<file path="config.mk">
export PLATFORM = sky130hd
export DESIGN_NAME = odd_parity_frame_rx
export DESIGN_NICKNAME = d
export VERILOG_FILES = /design/src/rtl/odd_parity_frame_rx_pkg.sv /design/src/rtl/odd_parity_frame_rx.sv
export SDC_FILE = /design/constraint.sdc
export NUM_CORES = 1
export LEC_CHECK = 0
export ABC_AREA = 1
export BUFFER_PORTS_ARGS = -buffer_cell sky130_fd_sc_hd__buf_4
export CAP_MARGIN = 20
export CORE_MARGIN = 5
export CORE_UTILIZATION = 35
export DETAILED_ROUTE_END_ITERATION = 12
export SETUP_SLACK_MARGIN = 0.15
export SYNTH_ARGS = -nofsm -noshare
export SYNTH_HDL_FRONTEND = slang
export SYNTH_SLANG_ARGS = --single-unit
</file>
<file path="constraint.sdc">
create_clock -name clk -period 1.7 [get_ports clk]
set_input_delay 0.17 -clock clk [delete_from_list [all_inputs] [get_ports clk]]
set_output_delay 0.17 -clock clk [all_outputs]
set_load 0.01 [all_outputs]
</file>
<file path="src/rtl/odd_parity_frame_rx_pkg.sv">
// Shared definitions for the odd-parity serial frame receiver:
// FSM state encoding and line-level framing constants.
package odd_parity_frame_rx_pkg;

  typedef enum logic [1:0] {
    IDLE   = 2'd0,
    DATA   = 2'd1,
    PARITY = 2'd2,
    STOP   = 2'd3
  } rx_state_e;

  localparam logic START_BIT = 1'b0;
  localparam logic STOP_BIT  = 1'b1;

endpackage

</file>
<file path="src/rtl/odd_parity_frame_rx.sv">
// Serial frame receiver: start / DATA_W data bits (LSB first) / odd parity / stop,
// with per-frame parity and framing flags and a saturating error counter.
module odd_parity_frame_rx
  import odd_parity_frame_rx_pkg::*;
#(
  parameter int DATA_W = 4,
  parameter int CNT_W  = 8
) (
  input  logic              clk,
  input  logic              rst,
  input  logic              rx_bit,
  input  logic              bit_en,
  input  logic              clr_cnt,
  output logic [DATA_W-1:0] data_out,
  output logic              data_valid,
  output logic              parity_err,
  output logic              frame_err,
  output logic              busy,
  output logic [CNT_W-1:0]  err_cnt
);

  localparam int              BCW      = $clog2(DATA_W);
  localparam logic [BCW-1:0]  LAST_BIT = BCW'(DATA_W - 1);
  localparam logic [CNT_W-1:0] CNT_MAX = '1;

  rx_state_e         state_q, state_d;
  logic [DATA_W-1:0] shreg_q, shreg_d;
  logic [BCW-1:0]    bit_cnt_q, bit_cnt_d;
  logic              par_acc_q, par_acc_d;
  logic              par_ok_q, par_ok_d;
  logic [DATA_W-1:0] data_q, data_d;
  logic              valid_q, valid_d;
  logic              perr_q, perr_d;
  logic              ferr_q, ferr_d;
  logic [CNT_W-1:0]  cnt_q, cnt_d;

  always_ff @(posedge clk) begin
    if (rst) begin
      state_q   <= IDLE;
      shreg_q   <= '0;
      bit_cnt_q <= '0;
      par_acc_q <= 1'b0;
      par_ok_q  <= 1'b0;
      data_q    <= '0;
      valid_q   <= 1'b0;
      perr_q    <= 1'b0;
      ferr_q    <= 1'b0;
      cnt_q     <= '0;
    end else begin
      state_q   <= state_d;
      shreg_q   <= shreg_d;
      bit_cnt_q <= bit_cnt_d;
      par_acc_q <= par_acc_d;
      par_ok_q  <= par_ok_d;
      data_q    <= data_d;
      valid_q   <= valid_d;
      perr_q    <= perr_d;
      ferr_q    <= ferr_d;
      cnt_q     <= cnt_d;
    end
  end

  // Result flags are single-cycle pulses; everything else freezes between strobes.
  always_comb begin
    state_d   = state_q;
    shreg_d   = shreg_q;
    bit_cnt_d = bit_cnt_q;
    par_acc_d = par_acc_q;
    par_ok_d  = par_ok_q;
    data_d    = data_q;
    valid_d   = 1'b0;
    perr_d    = 1'b0;
    ferr_d    = 1'b0;
    if (bit_en) begin
      case (state_q)
        IDLE: begin
          if (rx_bit == START_BIT) begin
            state_d   = DATA;
            shreg_d   = '0;
            bit_cnt_d = '0;
            par_acc_d = 1'b0;
          end
        end
        DATA: begin
          shreg_d   = {rx_bit, shreg_q[DATA_W-1:1]};
          par_acc_d = par_acc_q ^ rx_bit;
          bit_cnt_d = bit_cnt_q + BCW'(1);
          if (bit_cnt_q == LAST_BIT) begin
            state_d = PARITY;
          end
        end
        PARITY: begin
          par_ok_d = par_acc_q ^ rx_bit;
          state_d  = STOP;
        end
        STOP: begin
          data_d  = shreg_q;
          valid_d = 1'b1;
          perr_d  = ~par_ok_q;
          ferr_d  = (rx_bit != STOP_BIT);
          state_d = IDLE;
        end
        default: state_d = IDLE;
      endcase
    end
  end

  // Counts on the pulse cycle itself so a coincident clear wins outright.
  always_comb begin
    cnt_d = cnt_q;
    if (clr_cnt) begin
      cnt_d = '0;
    end else if (valid_q && (perr_q || ferr_q) && (cnt_q != CNT_MAX)) begin
      cnt_d = cnt_q + CNT_W'(1);
    end
  end

  assign data_out   = data_q;
  assign data_valid = valid_q;
  assign parity_err = perr_q;
  assign frame_err  = ferr_q;
  assign busy       = (state_q != IDLE);
  assign err_cnt    = cnt_q;

endmodule
</file>
# Word-level counts from Yosys, hierarchy flattened
# Index checks and enable logic that the tools add are counted.
[word_totals] in_bits=5 ff_bits=25 output_inout_bits=16
[classes] reduce_logical=13 mux=10 n_bitwise=5 n_addsub=2 n_eq_ne=7
[ops] op="$add A8 B1 Y8 const B" n=1
[ops] op="$ne A8 B8 Y1 const B" n=1
[ops] op="$pmux W2 S4" n=1
[ops] op="$pmux W4 S2" n=1
[ops] op="$eq A2 B2 Y1 const B" n=3
[ops] op="$mux W2" n=3
[ops] op="$reduce_and A3 Y1" n=2
[ops] op="$mux W4" n=1
[ops] op="$ne A2 B2 Y1 const B" n=2
[ops] op="$not A1 Y1" n=4
[ops] op="$pmux W2 S2" n=1
[ops] op="$reduce_and A2 Y1" n=2
[ops] op="$reduce_bool A2 Y1" n=2
[ops] op="$reduce_or A2 Y1" n=2
[ops] op="$reduce_or A3 Y1" n=1
[ops] op="$add A2 B1 Y2 const B" n=1
[ops] op="$eq A2 B1 Y1 const B" n=1
[ops] op="$logic_and A1 B1 Y1" n=2
[ops] op="$logic_not A2 Y1" n=1
[ops] op="$mux W1" n=2
[ops] op="$pmux W1 S2" n=1
[ops] op="$logic_or A1 B1 Y1" n=1
[ops] op="$xor A1 B1 Y1" n=1

# Longest topological paths before layout
[logic_depth] depth_word=3 mapped_depth=8

# Worst setup path before layout
# OpenSTA, ideal clock, no wires.
[synth_path] path_type="register -> register" startpoint="register state_q[0]" endpoint="register bit_cnt_q[1]" setup_ns=0.132 required_time_ns=1.568 stages_incl_launch_ff=9 path_buffers=0 arrival_time_ns=1.152 synth_period_minus_slack_ns=1.284 path_slack_ns=0.416 cell_sequence="dfxtp_1 inv_1 ha_1 nand2_1 nand2_2 a21oi_2 inv_2 nand2_1 a21oi_1"
[synth_between] elab_chain_len=3
[synth_rtl] item="from (decl)" line_no="odd_parity_frame_rx.sv:26" text="rx_state_e state_q, state_d;"
[synth_rtl] item="from (signal assigned)" line_no="odd_parity_frame_rx.sv:50" text="state_q <= state_d;"
[synth_rtl] item="$eq A2 B1 Y1 / $logic_not A2 Y1 (equally long branches)" line_no="odd_parity_frame_rx.sv:75" text="case (state_q)"
[synth_rtl] item="$reduce_bool A2 Y1 (no line) / $ne A2 B2 Y1 (equally long branches)"
[synth_rtl] item="$reduce_and A3 Y1 (no line)"
[synth_rtl] item="to (signal assigned)" line_no="odd_parity_frame_rx.sv:52" text="bit_cnt_q <= bit_cnt_d;"
[synth_rtl] item="to (decl)" line_no="odd_parity_frame_rx.sv:28" text="logic [BCW-1:0] bit_cnt_q, bit_cnt_d;"
# Parallel ways exist; a longest one is shown, timed or not.
# A chain may end at the register's enable or synchronous reset.

# Worst setup path after layout
[layout_path] startpoint="register state_q[0]" endpoint="register bit_cnt_q[0]"
# The elaborated chain is that of the path after synthesis.

==> qor.txt <==
=========================================================================================
Launching instance or port of the critical path                                state_q[0]
Die boundary width                                                               68.77 um
Clk sink count                                                                         25
Final HPWL from detailed placement                                               1.941 mm
Cell with the largest stage delay on the worst path                          sky130_fd_sc_hd__dfxtp_2
Top-level port count                                                                   21
Cell count of the worst reg-to-reg path                                                 8
Number of nets still failing antenna checks after routing                               0
Gpl congestion                                                                     0.7850
Arr. time, crit path                                                              1.62 ns
Number of failing setup endpoints in the final timing report                            0
Status                                                                       finished, final reports clean
Crit-path max cell delay                                                          0.39 ns
Worst Clk Skew                                                                0.005693 ns
Destination of the critical timing path                                      bit_cnt_q[0]
Source-to-sink clock delay at the later pin of the worst-skew pair                0.31 ns
Number of global-route vias before repair                                             998
Number of antenna violations at the first check in global routing                       0
Share of the synthesized area in the top cell type                                 41.41%
Layout cell share with drive strength beyond 1                                     23.78%
Number of hold violations in the final report                                           0
Fin area                                                                         1445 um2
Ordered cell list for the critical path                                      inv_1, ha_1, nand2_1, nand2_2, a21oi_2, inv_2, nor2_1, nor2_1
TritonCTS clock tree                                                                 done
Count of different cell masters after synthesis                                        23
Nets                                                                                  199
Sequential cell area fraction in the yosys report                                  41.41%
DRC Markers                                                                             0
Max-cap violations                                                                      0
Top achievable clock speed                                                      719.4 MHz
Number of enable flip-flop cells after synthesis                                        0
Max VDD drop                                                                    0.2601 mV
Ratio of final minimum period to clock period                                      81.76%
Static power due to leakage                                                  0.0006450 uW
Initial cell density of the core                                                   36.22%
Wire length of the first global-routing pass                                     4.174 mm
Via-to-Cell Ratio                                                                   4.524
CTS Hold Buffers Added                                                                  0
Unrepaired setup endpoints after global routing                                     false
Most common cell type on the critical path                                   sky130_fd_sc_hd__nor2_1
Most area-consuming cells after synthesis                                    sky130_fd_sc_hd__dfxtp_1 (41%), sky130_fd_sc_hd__nor2_1 (9.9%), sky130_fd_sc_hd__nand2_1 (9.6%)
Top FF cell, synth                                                           sky130_fd_sc_hd__dfxtp_1
Wire length per cell after detailed routing                                      10.46 um
Setup slack of the most critical reg-to-reg path                                  0.31 ns
Number of antenna cells inserted                                                        0
Max-slew violation count                                                                0
Post-synthesis cell area                                                         1209 um2
Post-layout min period                                                           1.390 ns
Register bit count reported by yosys                                                   25
H-tree depth                                                                            1
Iteration-0 DRC Markers                                                                46
Clk pin slew, worst setup/hold paths                                              0.14 ns
Slew headroom                                                                      64.90%
Layout overhead on the synthesized area                                            19.57%
Leading cell type in the layout, fill and taps excluded                      sky130_fd_sc_hd__nor2_1
Global-route usage over all layers                                                 11.57%
Measured slew at the worst slew-check pin                                       0.5245 ns
TNS Setup                                                                            0 ns
Class of the most critical hold timing path                                     in -> reg
Endpoint of the most critical register-to-register path                      bit_cnt_q[0]
Worst reg2reg startpoint                                                       state_q[0]
Critical Path End Type                                                               flop
Syn Inst Count                                                                        162
Startpoint Class                                                                     flop
Row count                                                                              21
Syn Nets                                                                              175
Power per cell area                                                          713.3 nW/um2
Proportion of register bits with asynchronous set or reset after synthesis             0%
TritonCTS Buffers                                                                       3
Yosys Warn Count                                                                        0
Maximum number of pins on one net before global-route repair                           16
Maximum fanout count along the critical path                                            7
GRT Residual Overflow                                                                   0
Die outline area                                                                 4729 um2
Area inside the core boundary                                                    3337 um2
Vertical die dimension                                                           68.77 um
I/O Buffers                                                                            20
Required time of the worst setup path                                             1.93 ns
Syn avg cell area                                                               7.461 um2
Leading cell types in the layout, fill and taps excluded                     sky130_fd_sc_hd__nor2_1 (32), sky130_fd_sc_hd__nand2_1 (31), sky130_fd_sc_hd__dfxtp_1 (23)
Total wirelength of the detailed-routed design                                   2.416 mm
Cell at the root of the clock tree                                           sky130_fd_sc_hd__clkbuf_4
Instance area after placement                                                    1413 um2
Via count                                                                            1045
Critical path class                                                            reg -> reg
Cell accounting for the most synthesized area                                sky130_fd_sc_hd__dfxtp_1
Clock Tree Buf Depth                                                                    2
Number of iterations in the first detailed-routing pass                                 4
=========================================================================================
-- power breakdown --
| group | internal (uW) | total, uW | switching [uW] |
|---|---|---|---|
| Clock | 89.7 | 263 | 173 |
| Sequential | 605 | 620 | 15.5 |
| Combinational | 56.9 | 148 | 90.9 |
| Total | 751 | 1030 | 280 |
-- repair_timing --
item                       4_1_cts  5_1_grt
setup endpoints to repair        0        7
gates resized for setup          0        2
setup buffers                    0        0
-- Yosys cell counts, types with 2 or more instances --
library cell,number
sky130_fd_sc_hd__ha_1,8
sky130_fd_sc_hd__inv_2,5
sky130_fd_sc_hd__nor2_2,3
sky130_fd_sc_hd__dfxtp_1,25
sky130_fd_sc_hd__xor2_1,2
sky130_fd_sc_hd__nand2_2,2
sky130_fd_sc_hd__o21ai_1,7
sky130_fd_sc_hd__nand3_1,7
sky130_fd_sc_hd__inv_1,13
sky130_fd_sc_hd__nor3_1,4
sky130_fd_sc_hd__nor2_1,32
sky130_fd_sc_hd__nand2_4,3
sky130_fd_sc_hd__nand2_1,31
sky130_fd_sc_hd__a21oi_1,11
-- area by class of cell --
type | count | area [um2]
clock inverters | 1 | 7.507
flip-flops and latches | 25 | 503.0
fillers | 364 | 1892
inverters | 19 | 71.32
multi-input cells | 117 | 633.1
clock buffers | 3 | 22.52
repair buffers | 20 | 150.1
well taps | 46 | 57.56
-- worst min path at each step --
| stage | depth (start not counted) | slack (ns) | startpoint | endpoint |
|---|---|---|---|---|
| 4_1_cts | 2 | 0.04 | rx_bit | frame_err |
| 6_report | 2 | 0.05 | rx_bit | frame_err |
| 3_3_place_gp | 2 | 0.39 | rx_bit | frame_err |
| 5_1_grt | 2 | 0.03 | rx_bit | frame_err |
| 2_1_floorplan | 1 | 0.25 | rx_bit | frame_err |
| 3_5_place_dp | 2 | 0.39 | rx_bit | frame_err |
-- stage by stage --
| step | utilization [%] | hold slack, ns | total power, uW | setup WS, ns | std cells |
|---|---|---|---|---|---|
| after floorplan | - | 0.2493 | 729.3 | 0.4161 | 162 |
| after global placement | 42.33 | 0.3905 | 771.3 | 0.3589 | 227 |
| after detailed placement | 42.33 | 0.3917 | 780.2 | 0.2668 | 227 |
| after CTS | 43.23 | 0.03926 | 1049 | 0.2393 | 231 |
| after global routing | 43.31 | 0.03211 | 1101 | 0.2036 | 231 |
| final | 43.31 | 0.05302 | 1031 | 0.3100 | 231 |
-- registers in the layout (all words and copies together), names as in the netlist --
| signal | count |
|---|---|
| bit_cnt_q | 2 |
| data_out | 4 |
| data_valid | 1 |
| err_cnt | 8 |
| frame_err | 1 |
| par_acc_q | 1 |
| par_ok_q | 1 |
| parity_err | 1 |
| shreg_q | 4 |
| state_q | 2 |
-- cells by family after synthesis --
logic type	Yosys count	share of synthesized area [%]
xor+xnor	2	1.450
compound gates	22	10.87
buf+inv	20	6.211
fa+ha+maj	8	8.282
flops	25	41.41
simple gates	85	31.78
-- critical path: cells and delay by family, from the launching register on --
kind | cells | cell delay, ns
and+or+nand+nor | 4 | 0.31
AOI/OAI and AO/OA | 1 | 0.19
DFF | 1 | 0.39
buffers and inverters | 2 | 0.18
adders and majority gates | 1 | 0.23
-- routing by layer --
layer,wire length [um],vias up,GRT usage [%]
met4,14,0,4.380
met2,1179,16,20.02
met1,1109,471,13.86
met5,0,-,0
met3,112,2,2.593
li1,-,556,-
Power figures use the tool's default switching activity.
